--- src/rtl/my_imem_loader.sv ---
`default_nettype none
// ============================================================================
// Module      : my_imem_loader
// Description : Boot-time instruction memory loader. Consumes a byte stream
//               made of a 4-byte little-endian word count N followed by N
//               little-endian 32-bit words, and writes each assembled word to
//               the IMEM write port at consecutive word addresses starting at
//               BASE_ADDR. Holds the core PC stalled until the image has been
//               fully written (or forever if the count is out of range).
// Revision    : 1.0 - initial release
// ----------------------------------------------------------------------------
// Parameters
//   DEPTH_WORDS : IMEM capacity in 32-bit words; legal counts are 0..DEPTH_WORDS
//   BASE_ADDR   : byte address of the first word written (4-byte aligned)
// Ports
//   clk         : clock, rising edge
//   rst_n       : asynchronous active-low reset
//   in_valid    : stream source presents a byte
//   in_data     : stream byte
//   in_ready    : loader accepts a byte this cycle
//   imem_we     : one-cycle IMEM write strobe per word
//   imem_waddr  : IMEM byte address (valid while imem_we=1)
//   imem_wdata  : IMEM write data   (valid while imem_we=1)
//   core_stall  : PC register stall; high while loading or after an error
//   load_done   : image fully written, sticky until reset
//   load_err    : word count exceeded DEPTH_WORDS, sticky until reset
// ============================================================================
module my_imem_loader #(
  parameter int unsigned DEPTH_WORDS = 256,
  parameter logic [31:0] BASE_ADDR   = 32'h0000_0000
) (
  input  logic        clk,
  input  logic        rst_n,
  input  logic        in_valid,
  input  logic [7:0]  in_data,
  output logic        in_ready,
  output logic        imem_we,
  output logic [31:0] imem_waddr,
  output logic [31:0] imem_wdata,
  output logic        core_stall,
  output logic        load_done,
  output logic        load_err
);

  localparam logic [2:0] S_LEN   = 3'd0;
  localparam logic [2:0] S_DATA  = 3'd1;
  localparam logic [2:0] S_FLUSH = 3'd2;
  localparam logic [2:0] S_DONE  = 3'd3;
  localparam logic [2:0] S_ERR   = 3'd4;

  localparam logic [31:0] DEPTH_LIMIT = 32'(DEPTH_WORDS);

  logic [2:0]  state;
  logic [2:0]  state_next;

  logic [1:0]  byte_idx;     // byte position within the current 4-byte group
  logic [23:0] count_sr;     // first three count bytes, newest in the top byte
  logic [31:0] count;        // latched word count N
  logic [23:0] word_sr;      // first three data bytes, newest in the top byte
  logic [31:0] word_idx;     // index of the word currently being assembled

  logic        accept;
  logic        last_byte;
  logic [31:0] count_full;
  logic [31:0] word_full;
  logic        last_word;

  // A transfer needs both sides; in_ready is only high in LEN and DATA.
  assign accept    = in_valid && in_ready;
  assign last_byte = accept && (byte_idx == 2'd3);

  // The fourth byte completes the little-endian value combinationally so the
  // decision and the write can both be made on the edge that accepts it.
  assign count_full = {in_data, count_sr};
  assign word_full  = {in_data, word_sr};

  // Only evaluated in DATA, where count >= 1, so count - 1 never underflows.
  assign last_word  = (word_idx == (count - 32'd1));

  // --------------------------------------------------------------------------
  // State register
  // --------------------------------------------------------------------------
  always_ff @(posedge clk or negedge rst_n) begin
    if (!rst_n) begin
      state <= S_LEN;
    end else begin
      state <= state_next;
    end
  end

  // --------------------------------------------------------------------------
  // Next-state logic
  // --------------------------------------------------------------------------
  always_comb begin
    state_next = state;
    case (state)
      S_LEN: begin
        if (last_byte) begin
          if (count_full == 32'd0) begin
            state_next = S_DONE;
          end else if (count_full > DEPTH_LIMIT) begin
            state_next = S_ERR;
          end else begin
            state_next = S_DATA;
          end
        end
      end
      S_DATA: begin
        if (last_byte && last_word) begin
          state_next = S_FLUSH;
        end
      end
      // FLUSH spans the cycle in which the final write pulse is on the port.
      S_FLUSH: state_next = S_DONE;
      S_DONE:  state_next = S_DONE;
      S_ERR:   state_next = S_ERR;
      default: state_next = S_LEN;
    endcase
  end

  // --------------------------------------------------------------------------
  // State-decoded outputs. Being decoded from the state register alone, they
  // take their reset values as soon as rst_n falls.
  // --------------------------------------------------------------------------
  always_comb begin
    in_ready   = 1'b0;
    core_stall = 1'b1;
    load_done  = 1'b0;
    load_err   = 1'b0;
    case (state)
      S_LEN:   in_ready = 1'b1;
      S_DATA:  in_ready = 1'b1;
      S_FLUSH: in_ready = 1'b0;
      S_DONE: begin
        core_stall = 1'b0;
        load_done  = 1'b1;
      end
      S_ERR:   load_err = 1'b1;
      default: in_ready = 1'b0;
    endcase
  end

  // --------------------------------------------------------------------------
  // Byte assembly and IMEM write port
  // --------------------------------------------------------------------------
  always_ff @(posedge clk or negedge rst_n) begin
    if (!rst_n) begin
      byte_idx   <= 2'd0;
      count_sr   <= 24'd0;
      count      <= 32'd0;
      word_sr    <= 24'd0;
      word_idx   <= 32'd0;
      imem_we    <= 1'b0;
      imem_waddr <= 32'd0;
      imem_wdata <= 32'd0;
    end else begin
      // Strobe is a single-cycle pulse; address and data hold between pulses.
      imem_we <= 1'b0;

      if (accept) begin
        // Wraps 3 -> 0, so the LEN -> DATA hand-off starts at byte 0.
        byte_idx <= byte_idx + 2'd1;

        if (state == S_LEN) begin
          count_sr <= count_full[31:8];
          word_idx <= 32'd0;
          if (byte_idx == 2'd3) begin
            count <= count_full;
          end
        end

        if (state == S_DATA) begin
          word_sr <= word_full[31:8];
          if (byte_idx == 2'd3) begin
            imem_we    <= 1'b1;
            imem_waddr <= BASE_ADDR + (word_idx << 2);
            imem_wdata <= word_full;
            word_idx   <= word_idx + 32'd1;
          end
        end
      end
    end
  end

endmodule
`default_nettype wire

--- config.mk ---
export PLATFORM = sky130hd
export DESIGN_NAME = my_imem_loader
export DESIGN_NICKNAME = d
export VERILOG_FILES = /design/src/rtl/my_imem_loader.sv
export SDC_FILE = /design/constraint.sdc
export NUM_CORES = 1
export LEC_CHECK = 0
export ABC_AREA = 1
export CORE_AREA = 2 2 130 132
export CTS_CLUSTER_DIAMETER = 60
export DETAILED_ROUTE_END_ITERATION = 10
export DIE_AREA = 0 0 132 134
export GPL_TIMING_DRIVEN = 0
export PLACE_DENSITY = 0.79
export SETUP_SLACK_MARGIN = 0.1
export SLEW_MARGIN = 20
export SYNTH_ARGS = -nofsm -noshare
export SYNTH_HDL_FRONTEND = slang
export SYNTH_SLANG_ARGS = --single-unit
--- constraint.sdc ---
create_clock -name clk -period 2.7 [get_ports clk]
set_input_delay 0.54 -clock clk [delete_from_list [all_inputs] [get_ports clk]]
set_output_delay 0.54 -clock clk [all_outputs]
set_load 0.02 [all_outputs]
After elaboration in Yosys (flattened, before gate mapping)
Index checks and enable logic that the tools add are counted.
{ "word_totals": {"reg_bits": 180, "in_bits": 11, "out_inout_bits": 69, "elab_cells": 48} }
{ "classes": {"addsub": 3, "magnitude_cmp": 1, "eq_ne": 8, "mux": 15, "n_reduce_logical": 12} }
{ "op_table": {"columns": ["cell", "count"], "rows": [
  ["$mux W32", 3],
  ["$add A32 B1 Y32 const B", 1],
  ["$eq A32 B32 Y1", 1],
  ["$gt A32 B9 Y1 const B", 1],
  ["$logic_not A32 Y1", 1],
  ["$sub A32 B1 Y32 const B", 1],
  ["$mux W3", 4],
  ["$pmux W3 S4", 1],
  ["$mux W1", 7],
  ["$eq A3 B2 Y1 const B", 2],
  ["$reduce_and A2 Y1", 3],
  ["$reduce_and A3 Y1", 2],
  ["$ne A2 B2 Y1 const B", 2],
  ["$reduce_or A2 Y1", 2],
  ["$eq A3 B1 Y1 const B", 1],
  ["$eq A3 B3 Y1 const B", 1],
  ["$logic_and A1 B1 Y1", 3],
  ["$logic_not A3 Y1", 1],
  ["$add A2 B1 Y2 const B", 1],
  ["$eq A2 B2 Y1 const B", 1]
]} }

Longest topological paths before layout
{ "logic_depth": {"ltp_word": 8, "ltp_mapped": 18, "mapped_depth_nobuf": 17} }

Worst setup path after synthesis
Ideal clock, no wire load.
{ "synth_path": {"kind": "reg-to-reg", "startpoint": "register state[2]", "endpoint": "register count[29]", "setup_time_ps": 125, "arrival_ps": 1791, "required_ps": 2575, "path_slack_ps": 784, "stages_incl_launch_ff": 8, "path_buffers": 1, "period_less_slack_ps": 1916, "cell_sequence": "dfrtp_1 > nor2_2 > nand2_2 > nor2_4 > inv_2 > nor2_1 > buf_4 > mux2_2"} }
{ "synth_between": {"elab_chain_len": 5, "elab_cells_between_ends": 6, "cone_classes": "eq/ne (1); mux (1); reduce/logical (4)"} }
{ "synth_rtl": {"columns": ["element", "line", "source"], "rows": [
  ["start: declaration", "53", "logic [2:0] state;"],
  ["start signal: assignment", "87", "state <= state_next;"],
  ["$eq A3 B1 Y1 / $logic_not A3 Y1 (equally long branches)", "130", "case (state)"],
  ["$reduce_or A2 Y1 (no source line) (*)", null, null],
  ["$mux W1 (*)", "130", null],
  ["named net in_ready", "36", "output logic in_ready,"],
  ["$logic_and A1 B1 Y1 (*)", "69", "assign accept = in_valid && in_ready;"],
  ["$reduce_and A3 Y1 (no source line) (*)", null, null],
  ["end signal: assignment", "168", "count <= count_full;"],
  ["end: declaration", "58", "logic [31:0] count;"]
]} }
The timed path passes the listed nets; every way through them passes the cells marked *.
A chain may end at the register's enable or synchronous reset.

Final worst setup path
{ "layout_path": {"startpoint": "register count[0]", "endpoint": "register state[2]"} }
{ "layout_between": {"elab_chain_len": 5} }
{ "layout_rtl": {"columns": ["element", "line", "source"], "rows": [
  ["$sub A32 B1 Y32", "78", "assign last_word = (word_idx == (count - 32'd1));"],
  ["$eq A32 B32 Y1", "78", null],
  ["$logic_and A1 B1 Y1", "109", "if (last_byte && last_word) begin"],
  ["$ne A2 B2 Y1 (no source line)", null, null],
  ["$reduce_and A2 Y1 (no source line)", null, null]
]} }
Every way passes these cells.

==> results.sh <==
export IMPL_final_nets=1300
export IMPL_ioPinCount=80
export IMPL_wl_um=25670
export IMPL_cp_cell_sequence="inv_2, ha_2, nand2_2, nor2_2, buf_4, nand2_2, nor2_2, nand2_1, nand3_1, inv_1, nor2_1, nand2_1, nor2_1, nand3_1, nand2_1, nand2_1, nor2_1"
export IMPL_chipHeight_um=134
export IMPL_critPathMaxFanout=10
export IMPL_fillerInstances=1340
export IMPL_crit_cells=17
export IMPL_irDropWorstVdd_v=0.0005463
export IMPL_postCtsSetupBuffers=0
export IMPL_rsz0062_at_grt="no"
export IMPL_worstMarginPinSlew_ps=776.9
export IMPL_core_um2=16290
export IMPL_post_drt_via_cell_ratio=5.535
export IMPL_min_period_ps=2352
export IMPL_cts_made_buffers=17
export IMPL_post_cts_resized=0
export IMPL_netlist_top_cells_count="nand2_1 (358), dfrtp_1 (180), o21ai_0 (132)"
export IMPL_cp_top_family="simple AND/OR/NAND/NOR gates"
export IMPL_wl_per_cell_um=16.92
export IMPL_synth_area_um2=9320
export IMPL_synth_warning_count=0
export IMPL_ant_nets=0
export IMPL_power_density_nw_per_um2=807.1
export IMPL_place_inst=1487
export IMPL_synthCells=1187
export IMPL_die_area_um2=17690
export IMPL_ctsHoldBuffers=0
export IMPL_min_period_over_period_pct=87.11
export IMPL_synth_async_reset_ratio_pct=100.0
export IMPL_drtIter0Drc=832
export IMPL_final_setup_tns_ps=0
export IMPL_synth_ff_type="dfrtp_1"
export IMPL_clk_latency_ps=440
export IMPL_cts_root_buf="clkbuf_16"
export IMPL_yosys_cell_types_count=50
export IMPL_grt_pass1_vias=8086
export IMPL_worst_path_buf_inv=3
export IMPL_synth_edff_count=0
export IMPL_path_class="reg2reg"
export IMPL_yosysSeqAreaShare_pct=48.33
export IMPL_ff_latch_area_um2=4504
export IMPL_rows=47
export IMPL_hpwl_um=19090
export IMPL_cts_tree="built"
export IMPL_yosysTopAreaCellShare_pct=48.33
export IMPL_setup_viol=0
export IMPL_die_w_um=132
export IMPL_vias=8397
export IMPL_relSlewSlack_pct=48.20
export IMPL_cp_data_required_time_ps=3070
export IMPL_leakage_nw=5.189
export IMPL_fmax_mhz=425.2
export IMPL_hold_class="in2async"
export IMPL_syn_to_final_growth_pct=18.50
export IMPL_drt_pass1_iter_count=6
export IMPL_finalHoldViolations=0
export IMPL_antenna_found_initial=0
export IMPL_grt_pass1_wl_um=42030
export IMPL_skew_ps=10.57
export IMPL_portBuffers=77
export IMPL_overflow=0
export IMPL_clock_sinks=180
export IMPL_fin_cells=1517
export IMPL_yosys_register_bits=180
export IMPL_cts_max_level=4
export IMPL_grt_max_degree=79
export IMPL_drc=0
export IMPL_cp_start_kind="flip-flop"
export IMPL_status="finished, final reports clean"
export IMPL_critPathMaxStageDelay_ps=410
export IMPL_cpMostUsedCell="nand2_1"
export IMPL_r2r_cells=17
export IMPL_cp_startpoint="count[0]$_DFFE_PN0P_"
export IMPL_path_clk_slew_ps=70
export IMPL_yosysTopAreaCell="dfrtp_1"
export IMPL_yosysMostFrequentCell="nand2_1"
export IMPL_synth_area_per_cell_um2=7.852
export IMPL_start_util_pct=57.22
export IMPL_antennaDiodeCount=0
export IMPL_total_power_mw=8.913
export IMPL_drive_gt1_share_pct=8.790
export IMPL_slowest_stage="dfrtp_1"
export IMPL_routabilityCongestion=0.9529
export IMPL_multi_input_area_um2=4210
export IMPL_worstSetupEndpointType="flip-flop"
export IMPL_grtUsageTotal_pct=30.42
export IMPL_maxSlewViolCount=0
export IMPL_r2r_start="count[0]$_DFFE_PN0P_"
export IMPL_clockBufferDepth=2
export IMPL_arrival_ps=2720
export IMPL_drv_cap=0
export IMPL_synthTopCellsByArea="dfrtp_1 (48%), nand2_1 (14%), o21ai_0 (7.1%), nor2_1 (5.0%), inv_1 (4.2%)"
[layout by cell type, fill, tap and decap left out, drive strengths merged, types with 22 or more instances in the layout]
master	n
nand2	369
dfrtp	180
o21ai	150
nor2	150
inv	117
clkdlybuf4s50	76
nand3	50
clkbuf	42
nand4	25
buf	22
[flip-flops by register name, summed over array words and instances (netlist names)]
signal / flops
byte_idx: 2
count: 32
count_sr: 24
imem_waddr: 30
imem_wdata: 32
imem_we: 1
state: 3
word_idx: 32
word_sr: 24
[cell families after synthesis]
| group | count (synthesis) | synth area share [%] |
|---|---|---|
| AND/OR/NAND/NOR | 621 | 29.99 |
| AO/OA/AOI/OAI | 194 | 11.18 |
| flip-flops | 180 | 48.33 |
| buffers and inverters | 155 | 6.699 |
| XOR/XNOR | 29 | 2.873 |
| multiplexers | 4 | 0.4833 |
| adder cells (fa/ha/maj) | 3 | 0.4028 |
| other | 1 | 0.04024 |
[metal layers]
layer	vias to the layer above	GRT usage, %	share of wire (%)
met5	-	0	0
met1	4050	42.06	44
li1	4007	-	-
met4	0	11.41	2.5
met3	42	4.875	6.3
met2	298	48.87	47
[worst paths after layout]
check,endpoint,slack (ps)
max,state[2]$_DFFE_PN0P_,350
min,word_idx[2]$_DFFE_PN0P_,5
max reg2reg,state[2]$_DFFE_PN0P_,350
min reg2reg,imem_wdata[14]$_DFFE_PN0P_,480
max in group asynchronous,word_sr[19]$_DFFE_PN0P_,1970
min in group clk,imem_wdata[14]$_DFFE_PN0P_,480
[layout make-up]
class                   instances  area share [%]
repair buffers                 79           7.522
clock inverters                12           1.541
flip-flops and latches        180           40.78
inverters                     112           3.807
clock buffers                  18           3.886
well taps                     220           2.492
multi-input cells             853           38.12
plain buffers                  43           1.847
[metrics by stage]
stage / hold WS, ps / cell area, um2 / worst slack (ps) / utilization [%]
2_1_floorplan: 244.4 / 9324 / 783.9 / -
3_3_place_gp: 455.5 / 10370 / -6173 / 63.66
3_5_place_dp: 460.9 / 10430 / -183.5 / 64.03
4_1_cts: 9.551 / 11030 / 125.4 / 67.71
5_1_grt: 21.34 / 11040 / 119.8 / 67.80
6_report: 4.915 / 11040 / 347.9 / 67.80
[power by group]
group | internal, mW | leakage, nW | switching [mW]
sequential | 3.13 | 2.37 | 0.543
combinational | 0.933 | 2.53 | 1.73
clock | 1.47 | 0.289 | 1.11
total | 5.53 | 5.19 | 3.38
(Power assumes the default switching activity.)
